===== src/rtl/fdiv_sched.sv =====
// Round-robin scheduler sharing one pipelined fdiv between NREQ requesters.
// Optional divide-by-zero short path enabled by defining FDIV_SCHED_DZ_EN.
module fdiv_sched #(
  parameter int NREQ    = 2,
  parameter int DIV_LAT = 2
) (
  input  logic                 clk,
  input  logic                 rstn,
  input  logic [NREQ-1:0]      req_valid,
  output logic [NREQ-1:0]      req_ready,
  input  logic [32*NREQ-1:0]   req_op1,
  input  logic [32*NREQ-1:0]   req_op2,
  output logic [NREQ-1:0]      rsp_valid,
  input  logic [NREQ-1:0]      rsp_ready,
  output logic [32*NREQ-1:0]   rsp_data,
  output logic [31:0]          div_op1,
  output logic [31:0]          div_op2,
  input  logic [31:0]          div_result,
  output logic                 idle
);

  localparam int unsigned N  = NREQ;
  localparam int unsigned IW = (NREQ > 2) ? 2 : 1;

  logic [NREQ-1:0]            r_busy;
  logic [IW-1:0]              r_rr;
  logic [31:0]                r_div_op1;
  logic [31:0]                r_div_op2;
  logic [DIV_LAT:0]           r_tag_v;
  logic [DIV_LAT:0][IW-1:0]   r_tag_i;
  logic [NREQ-1:0]            r_rsp_valid;
  logic [NREQ-1:0][31:0]      r_rsp_data;

  logic [NREQ-1:0]            w_elig;
  logic [NREQ-1:0]            w_grant;
  logic [NREQ-1:0]            w_cap;
  logic                       w_found;
  logic [IW-1:0]              w_gnt_idx;
  logic [31:0]                w_op1;
  logic [31:0]                w_op2;
  logic                       w_issue;
  logic                       w_dz;

  function automatic logic [IW-1:0] f_wrap(input logic [IW-1:0] base, input int unsigned off);
    int unsigned s;
    s = 32'(base) + off;
    if (s >= N) s = s - N;
    return IW'(s);
  endfunction

  assign w_elig = req_valid & ~r_busy;

  // Scan from the priority pointer upward; the first eligible requester wins.
  always_comb begin
    w_found   = 1'b0;
    w_gnt_idx = '0;
    w_grant   = '0;
    w_op1     = '0;
    w_op2     = '0;
    for (int unsigned k = 0; k < N; k++) begin
      if (!w_found && w_elig[f_wrap(r_rr, k)]) begin
        w_found   = 1'b1;
        w_gnt_idx = f_wrap(r_rr, k);
      end
    end
    for (int unsigned k = 0; k < N; k++) begin
      if (w_found && w_gnt_idx == IW'(k)) begin
        w_grant[k] = 1'b1;
        w_op1      = req_op1[32*k +: 32];
        w_op2      = req_op2[32*k +: 32];
      end
    end
  end

`ifdef FDIV_SCHED_DZ_EN
  logic            r_dz_v;
  logic [IW-1:0]   r_dz_i;
  logic [31:0]     r_dz_data;
  logic [NREQ-1:0] w_dzcap;

  assign w_dz = w_found && (w_op2[30:0] == '0);

  always_comb begin
    w_dzcap = '0;
    for (int unsigned k = 0; k < N; k++)
      if (r_dz_v && r_dz_i == IW'(k)) w_dzcap[k] = 1'b1;
  end

  always_ff @(posedge clk) begin
    if (!rstn) begin
      r_dz_v    <= 1'b0;
      r_dz_i    <= '0;
      r_dz_data <= '0;
    end else begin
      r_dz_v    <= w_dz;
      r_dz_i    <= w_gnt_idx;
      r_dz_data <= {w_op1[31] ^ w_op2[31], 8'hFF, 23'h0};
    end
  end
`else
  assign w_dz = 1'b0;
`endif

  assign w_issue = w_found & ~w_dz;

  always_comb begin
    w_cap = '0;
    for (int unsigned k = 0; k < N; k++)
      if (r_tag_v[DIV_LAT] && r_tag_i[DIV_LAT] == IW'(k)) w_cap[k] = 1'b1;
  end

  always_ff @(posedge clk) begin
    if (!rstn) begin
      r_busy      <= '0;
      r_rr        <= '0;
      r_div_op1   <= '0;
      r_div_op2   <= '0;
      r_tag_v     <= '0;
      r_tag_i     <= '0;
      r_rsp_valid <= '0;
      r_rsp_data  <= '0;
    end else begin
      if (w_found) r_rr <= f_wrap(w_gnt_idx, 1);
      if (w_issue) begin
        r_div_op1 <= w_op1;
        r_div_op2 <= w_op2;
      end
      r_tag_v <= {r_tag_v[DIV_LAT-1:0], w_issue};
      r_tag_i <= {r_tag_i[DIV_LAT-1:0], w_gnt_idx};
      for (int unsigned i = 0; i < N; i++) begin
        if (w_grant[i])
          r_busy[i] <= 1'b1;
        else if (r_rsp_valid[i] && rsp_ready[i])
          r_busy[i] <= 1'b0;

        if (w_cap[i]) begin
          r_rsp_valid[i] <= 1'b1;
          r_rsp_data[i]  <= div_result;
        end
`ifdef FDIV_SCHED_DZ_EN
        else if (w_dzcap[i]) begin
          r_rsp_valid[i] <= 1'b1;
          r_rsp_data[i]  <= r_dz_data;
        end
`endif
        else if (rsp_ready[i]) begin
          r_rsp_valid[i] <= 1'b0;
        end
      end
    end
  end

  assign req_ready = w_grant;
  assign rsp_valid = r_rsp_valid;
  assign rsp_data  = r_rsp_data;
  assign div_op1   = r_div_op1;
  assign div_op2   = r_div_op2;
`ifdef FDIV_SCHED_DZ_EN
  assign idle = ~(|r_busy) & ~(|r_tag_v) & ~r_dz_v;
`else
  assign idle = ~(|r_busy) & ~(|r_tag_v);
`endif

endmodule


===== config.mk =====
export PLATFORM = sky130hd
export DESIGN_NAME = fdiv_sched
export DESIGN_NICKNAME = d
export VERILOG_FILES = /design/src/rtl/fdiv_sched.sv
export SDC_FILE = /design/constraint.sdc
export NUM_CORES = 1
export LEC_CHECK = 0
export ABC_AREA = 1
export ABC_CLOCK_PERIOD_IN_PS = 1340
export CAP_MARGIN = 10
export CORE_MARGIN = 5
export CORE_UTILIZATION = 41
export DETAILED_ROUTE_END_ITERATION = 10
export PLACE_DENSITY = 0.82
export SYNTH_ARGS = -nofsm -noshare
export SYNTH_HDL_FRONTEND = slang
export SYNTH_SLANG_ARGS = --single-unit

===== constraint.sdc =====
create_clock -name clk -period 1.34 [get_ports clk]
set_clock_uncertainty 0.1 [all_clocks]
set_input_delay 0.134 -clock clk [delete_from_list [all_inputs] [get_ports clk]]
set_output_delay 0.134 -clock clk [all_outputs]
set_load 0.02 [all_outputs]

# After elaboration in Yosys (flattened, before gate mapping)
# Cells that the tools add are included.
[totals]
elab_cells = 71
input_bits = 166
register_bits = 139
out_inout_bits = 133
[classes]
n_lt_le_gt_ge = 5
n_reduce_logical = 14
bitwise_logic = 7
add_sub_neg = 5
n_mux = 27
[op_table]
columns = ["operator", "count"]
rows = [
  ["$mux 32", 4],
  ["$mux 1", 23],
  ["$reduce_bool 2->1", 4],
  ["$logic_and 1x1->1", 7],
  ["$add 1x1->2 const B", 2],
  ["$ge 2x2->1 const B", 2],
  ["$lt 1x2->1 const B", 2],
  ["$not 1->1", 4],
  ["$reduce_or 3->1", 1],
  ["$sub 1x1->1 const B", 3],
  ["$and 2x2->2", 1],
  ["$ge 1x2->1 const B", 1],
  ["$not 2->2", 1],
  ["$reduce_or 2->1", 1],
  ["$and 1x1->1", 1],
  ["$logic_not 1->1", 1],
]

# Logic depth before layout (Yosys ltp)
[logic_depth]
word_depth = 12
depth_mapped = 9
depth_no_buf = 7

# Worst setup path after synthesis
# Ideal clock, no wire load.
[synth_path]
path_type = "flip-flop to flip-flop"
from = "register r_busy[1]"
to = "register r_div_op1[2] (netlist: div_op1[2])"
slack_ns = 0.102
arrival_time_ns = 1.021
n_path_buf = 2
setup_time_ns = 0.117
required_ns = 1.123
path_stages_with_launch = 9
synth_period_minus_slack_ns = 1.238
cell_sequence = "dfxtp_1 -> nor2_4 -> inv_2 -> nand2_2 -> buf_6 -> buf_6 -> nand2_1 -> nor2_1 -> nor2_1"
[synth_between]
elab_chain_len = 12
word_cells_on_any_way = 17
cone_classes = "mux (10); bitwise (3); reduce/logical (4)"
[synth_lines]
columns = ["item", "line", "text"]
rows = [
  ["start, declared", "25", "logic [NREQ-1:0] r_busy;"],
  ["start signal, assigned", "114", "r_busy <= '0;"],
  ["start signal, assigned by index", "132", "r_busy[i] <= 1'b1;"],
  ["start signal, assigned by index", "134", "r_busy[i] <= 1'b0;"],
  ["$not 2->2 *", "51", "assign w_elig = req_valid & ~r_busy;"],
  ["$and 2x2->2 *", "51", ""],
  ["$mux 1 (implied by the code) (2 in a row)", "61", "if (!w_found && w_elig[f_wrap(r_rr, k)]) begin"],
  ["$mux 1", "61", ""],
  ["$logic_not 1->1", "61", ""],
  ["$logic_and 1x1->1", "61", ""],
  ["$mux 1", "61", ""],
  ["$not 1->1", "67", "if (w_found && w_gnt_idx == IW'(k)) begin"],
  ["$logic_and 1x1->1", "67", ""],
  ["$mux 32 (2 in a row)", "67", ""],
  ["end signal, assigned", "125", "r_div_op1 <= w_op1;"],
  ["end, declared", "27", "logic [31:0] r_div_op1;"],
]
# Mark *: on every way between the ends. The rest lies on a longest branch, timed or not. The select of a mux whose other input is x is not followed.
# A chain may end at the register's enable or synchronous reset.

# Worst setup path in the final report
[layout_path]
from = "register r_busy[1]"
to = "output req_ready[0]"
[layout_between]
elab_chain_len = 11
word_cells_on_any_way = 15
cone_classes = "mux (9); bitwise (3); reduce/logical (3)"
[layout_lines]
columns = ["item", "line", "text"]
rows = [
  ["$not 2->2 *", "51", ""],
  ["$and 2x2->2 *", "51", ""],
  ["$mux 1 (implied by the code) (2 in a row)", "61", ""],
  ["$mux 1", "61", ""],
  ["$logic_not 1->1", "61", ""],
  ["$logic_and 1x1->1", "61", ""],
  ["$mux 1", "61", ""],
  ["$not 1->1", "67", ""],
  ["$logic_and 1x1->1 *", "67", ""],
  ["$mux 1 *", "67", ""],
  ["end, declared", "10", "output logic [NREQ-1:0] req_ready,"],
]
# Marks and branches as above.

==> metrics <==
min-delay worst type=primary input to register; syn_nets=between 1,000 and 1,500; placed cell count=1,333; clk_lat worst skew=around 0.40 ns; clock sink total=139; Max Fclk=approximately 660 MHz; largest fanout on the critical path=3; die width=about 130 um; max-cap viol count=0; Seq/Total Area, Yosys=45.4%; area delta synth->final=61.8%; Hold Violations, Final=0; Worst path max stage delay=between 0.3 and 0.4 ns; core footprint=0.0146 mm^2; Clock transition at path regs=0.06 ns; Initial Utilization=42.0%; failing checks=setup timing; Clock Root Buffer=clkbuf_16; fin nets=~1,300; period utilisation layout=113%; vias in the first global route=6,258; first-pass GRT wire length=about 32,000 um; min Tclk post-route=around 1.5 ns; CTS tree=yes; Slew Viols, Final=0; Flop pwr share=between 30% and 40%; GP Congestion=about 0.85; gr ovfl total=0; Port Buffers=between 200 and 300; syn_area_per_cell=~7 um^2; Finished Layout Cells=around 1,400; vias per cell=4.95; CP Capture Type=primary output; status=complete, but fails checks; # DRC=0; Die Y=about 130 um; Net Switching=3.52 mW; CP cell instances=nor2_4 > inv_2 > nand2_4 > nand2_4 > inv_2 > buf_6; FILL cells=roughly 1,200; CP delay by family, top=flip-flops; mapped cell area=approximately 0.006 mm^2; data required time of the worst path=between 1 and 1.5 ns; WP depth=6; CP Data Arrival Time=1.28 ns; Routed WL per cell=~15 um; Slowest-stage cell, CP=dfxtp_4; pin count of the biggest net entering global routing=61; Crit Path Category=register to primary output; Startpoint Class=register; worst hold path depth=3; Pint=roughly 8.7 mW; R2R depth=6; post-synthesis cell type count=19; routed via count=6,818; switching share of power=28.7%; DRT antenna net count=0; Synth Warn #=0; critical path buffer and inverter count=3; Seq. cell area=0.00279 mm^2; Leak=4.56 nW; Final Worst Setup Slack=-0.173 ns; footprint of the multi-input gates=approximately 0.0027 mm^2; detailed-route wire length=between 20,000 and 25,000 um; pwr/cell area=between 1000 and 1500 mW/mm^2; GRT Util Overall=between 20% and 30%; Post-Syn Instances=892; ratio of cells with drive above 1 in the final layout=about an eighth; Num CTS Buffers=17; H-tree Lvls=4; worst slew pin tran=roughly 0.30 ns; register bit total from synthesis=approximately 140; max_slew headroom=approximately 80%; Final Setup Violations=67; Clock Power Share=39.3%; first drt pass iteration count=5; Max clock buf depth=2; initial drt markers=480; Die ar.=~0.017 mm^2; initial antenna violation count=1; I/O pins=299; power share of the combinational group=around a quarter; RSZ-0062 raised after global routing=yes; total power=about 12 mW; HPWL Detailed=about 14,000 um; maximum vdd drop=around 0.84 mV; final core utilization=67.9%; FP Rows=44
[final cells by class]
cell class | count | share of cell area (%)
Sequential cell | 139 | 28.1
Antenna cell | 1 | 0.0253
Clock inverter | 13 | 1.68
Clock buffer | 19 | 4.47
Timing Repair Buffer | 335 | 33.4
Tap cell | 184 | 2.32
Multi-Input combinational cell | 605 | 27.0
Inverter | 80 | 3.06
[stage by stage]
stage / worst slack, ns / setup TNS [ns] / area [um^2] / hold WS, ns
after global routing: -0.242 / -12.95 / 9910 / 0.244
after global placement: -0.498 / -26.58 / 9250 / 0.294
after floorplan: 0.102 / 0 / 6120 / 0.169
after detailed placement: -0.502 / -26.47 / 9250 / 0.302
after CTS: -0.179 / -6.98 / 9910 / 0.212
final: -0.173 / -7.79 / 9910 / 0.234
[worst min-delay path: stages]
cell and delay, ns:
clkdlybuf4s50_1 0.41, nor2_1 0.10, nor2_1 0.05
[cells by family (layout without fill, tap and decap cells)]
group / after synthesis / after routing / synth area share [%]
buffers and inverters: 148 / 447 / 11.8
other: 0 / 1 / 0
DFF: 139 / 139 / 45.4
AOI/OAI and AO/OA: 198 / 198 / 16.2
and+or+nand+nor: 407 / 407 / 26.6
[power by group through the flow]
stage               logic [mW]  registers, mW  clock network [mW]
floorplan                 1.16           5.00                   0
finish                    2.86           4.59                4.82
CTS                       2.80           4.58                4.92
global route              3.12           4.62                5.09
global placement          2.81           4.66                   0
detailed placement        2.84           4.67                   0
[routing by layer]
layer,wire length [um],vias up,GRT usage (%)
met2,10300,309,36.7
met5,0,-,0
li1,-,3399,-
met4,323,0,7.64
met3,2250,24,8.40
met1,8430,3086,27.3
[final timing paths]
kind                            slack, ns           start           end
worst max-delay path                -0.17       r_busy[1]  req_ready[0]
worst min-delay path                 0.23  div_result[30]  rsp_data[30]
worst max register to register      -0.16       r_busy[1]   div_op2[19]
worst min register to register       0.32      r_tag_i[1]    r_tag_i[2]
[flip-flops by register name, summed over array words and instances (netlist names)]
| register | cells |
|---|---|
| r_busy | 2 |
| r_rr | 1 |
| div_op2 | 32 |
| r_tag_i | 3 |
| div_op1 | 32 |
| rsp_valid | 2 |
| rsp_data | 64 |
| r_tag_v | 3 |
[cell usage after synthesis (all sizes together)]
cell type	count	share of area, %
nor2	260	16
dfxtp	139	45
o21ai	128	10
inv	80	4.9
nand2	80	4.9
a21oi	70	5.7
nand3	65	5.4
buf	44	5.4
clkbuf	24	1.5
nor3	2	0.16
[cell usage in the layout (no fill, tap or decap), types with 9 or more instances in the layout]
cell	Yosys	routed
inv_1	79	75
clkdlybuf4s15_2	0	9
nor2_1	259	256
a21oi_1	70	70
clkdlybuf4s50_1	0	164
clkbuf_16	0	20
clkdlybuf4s15_1	0	67
nand2_1	79	76
dfxtp_1	139	137
clkbuf_2	1	48
buf_4	15	14
buf_6	12	9
nand3_1	64	64
o21ai_0	115	115
o21ai_1	13	13
[what timing repair did]
| item | 4_1_cts | 5_1_grt |
|---|---|---|
| cloned | 2 | 3 |
| setup endpoints to repair | 204 | 188 |
| hold buffers | 1 | 0 |
| gates resized for setup | 234 | 130 |
| pin swaps | 1 | 5 |
| endpoints found under the hold margin | 8 | 0 |
| setup buffers | 0 | 4 |
Power figures use the tool's default switching activity.
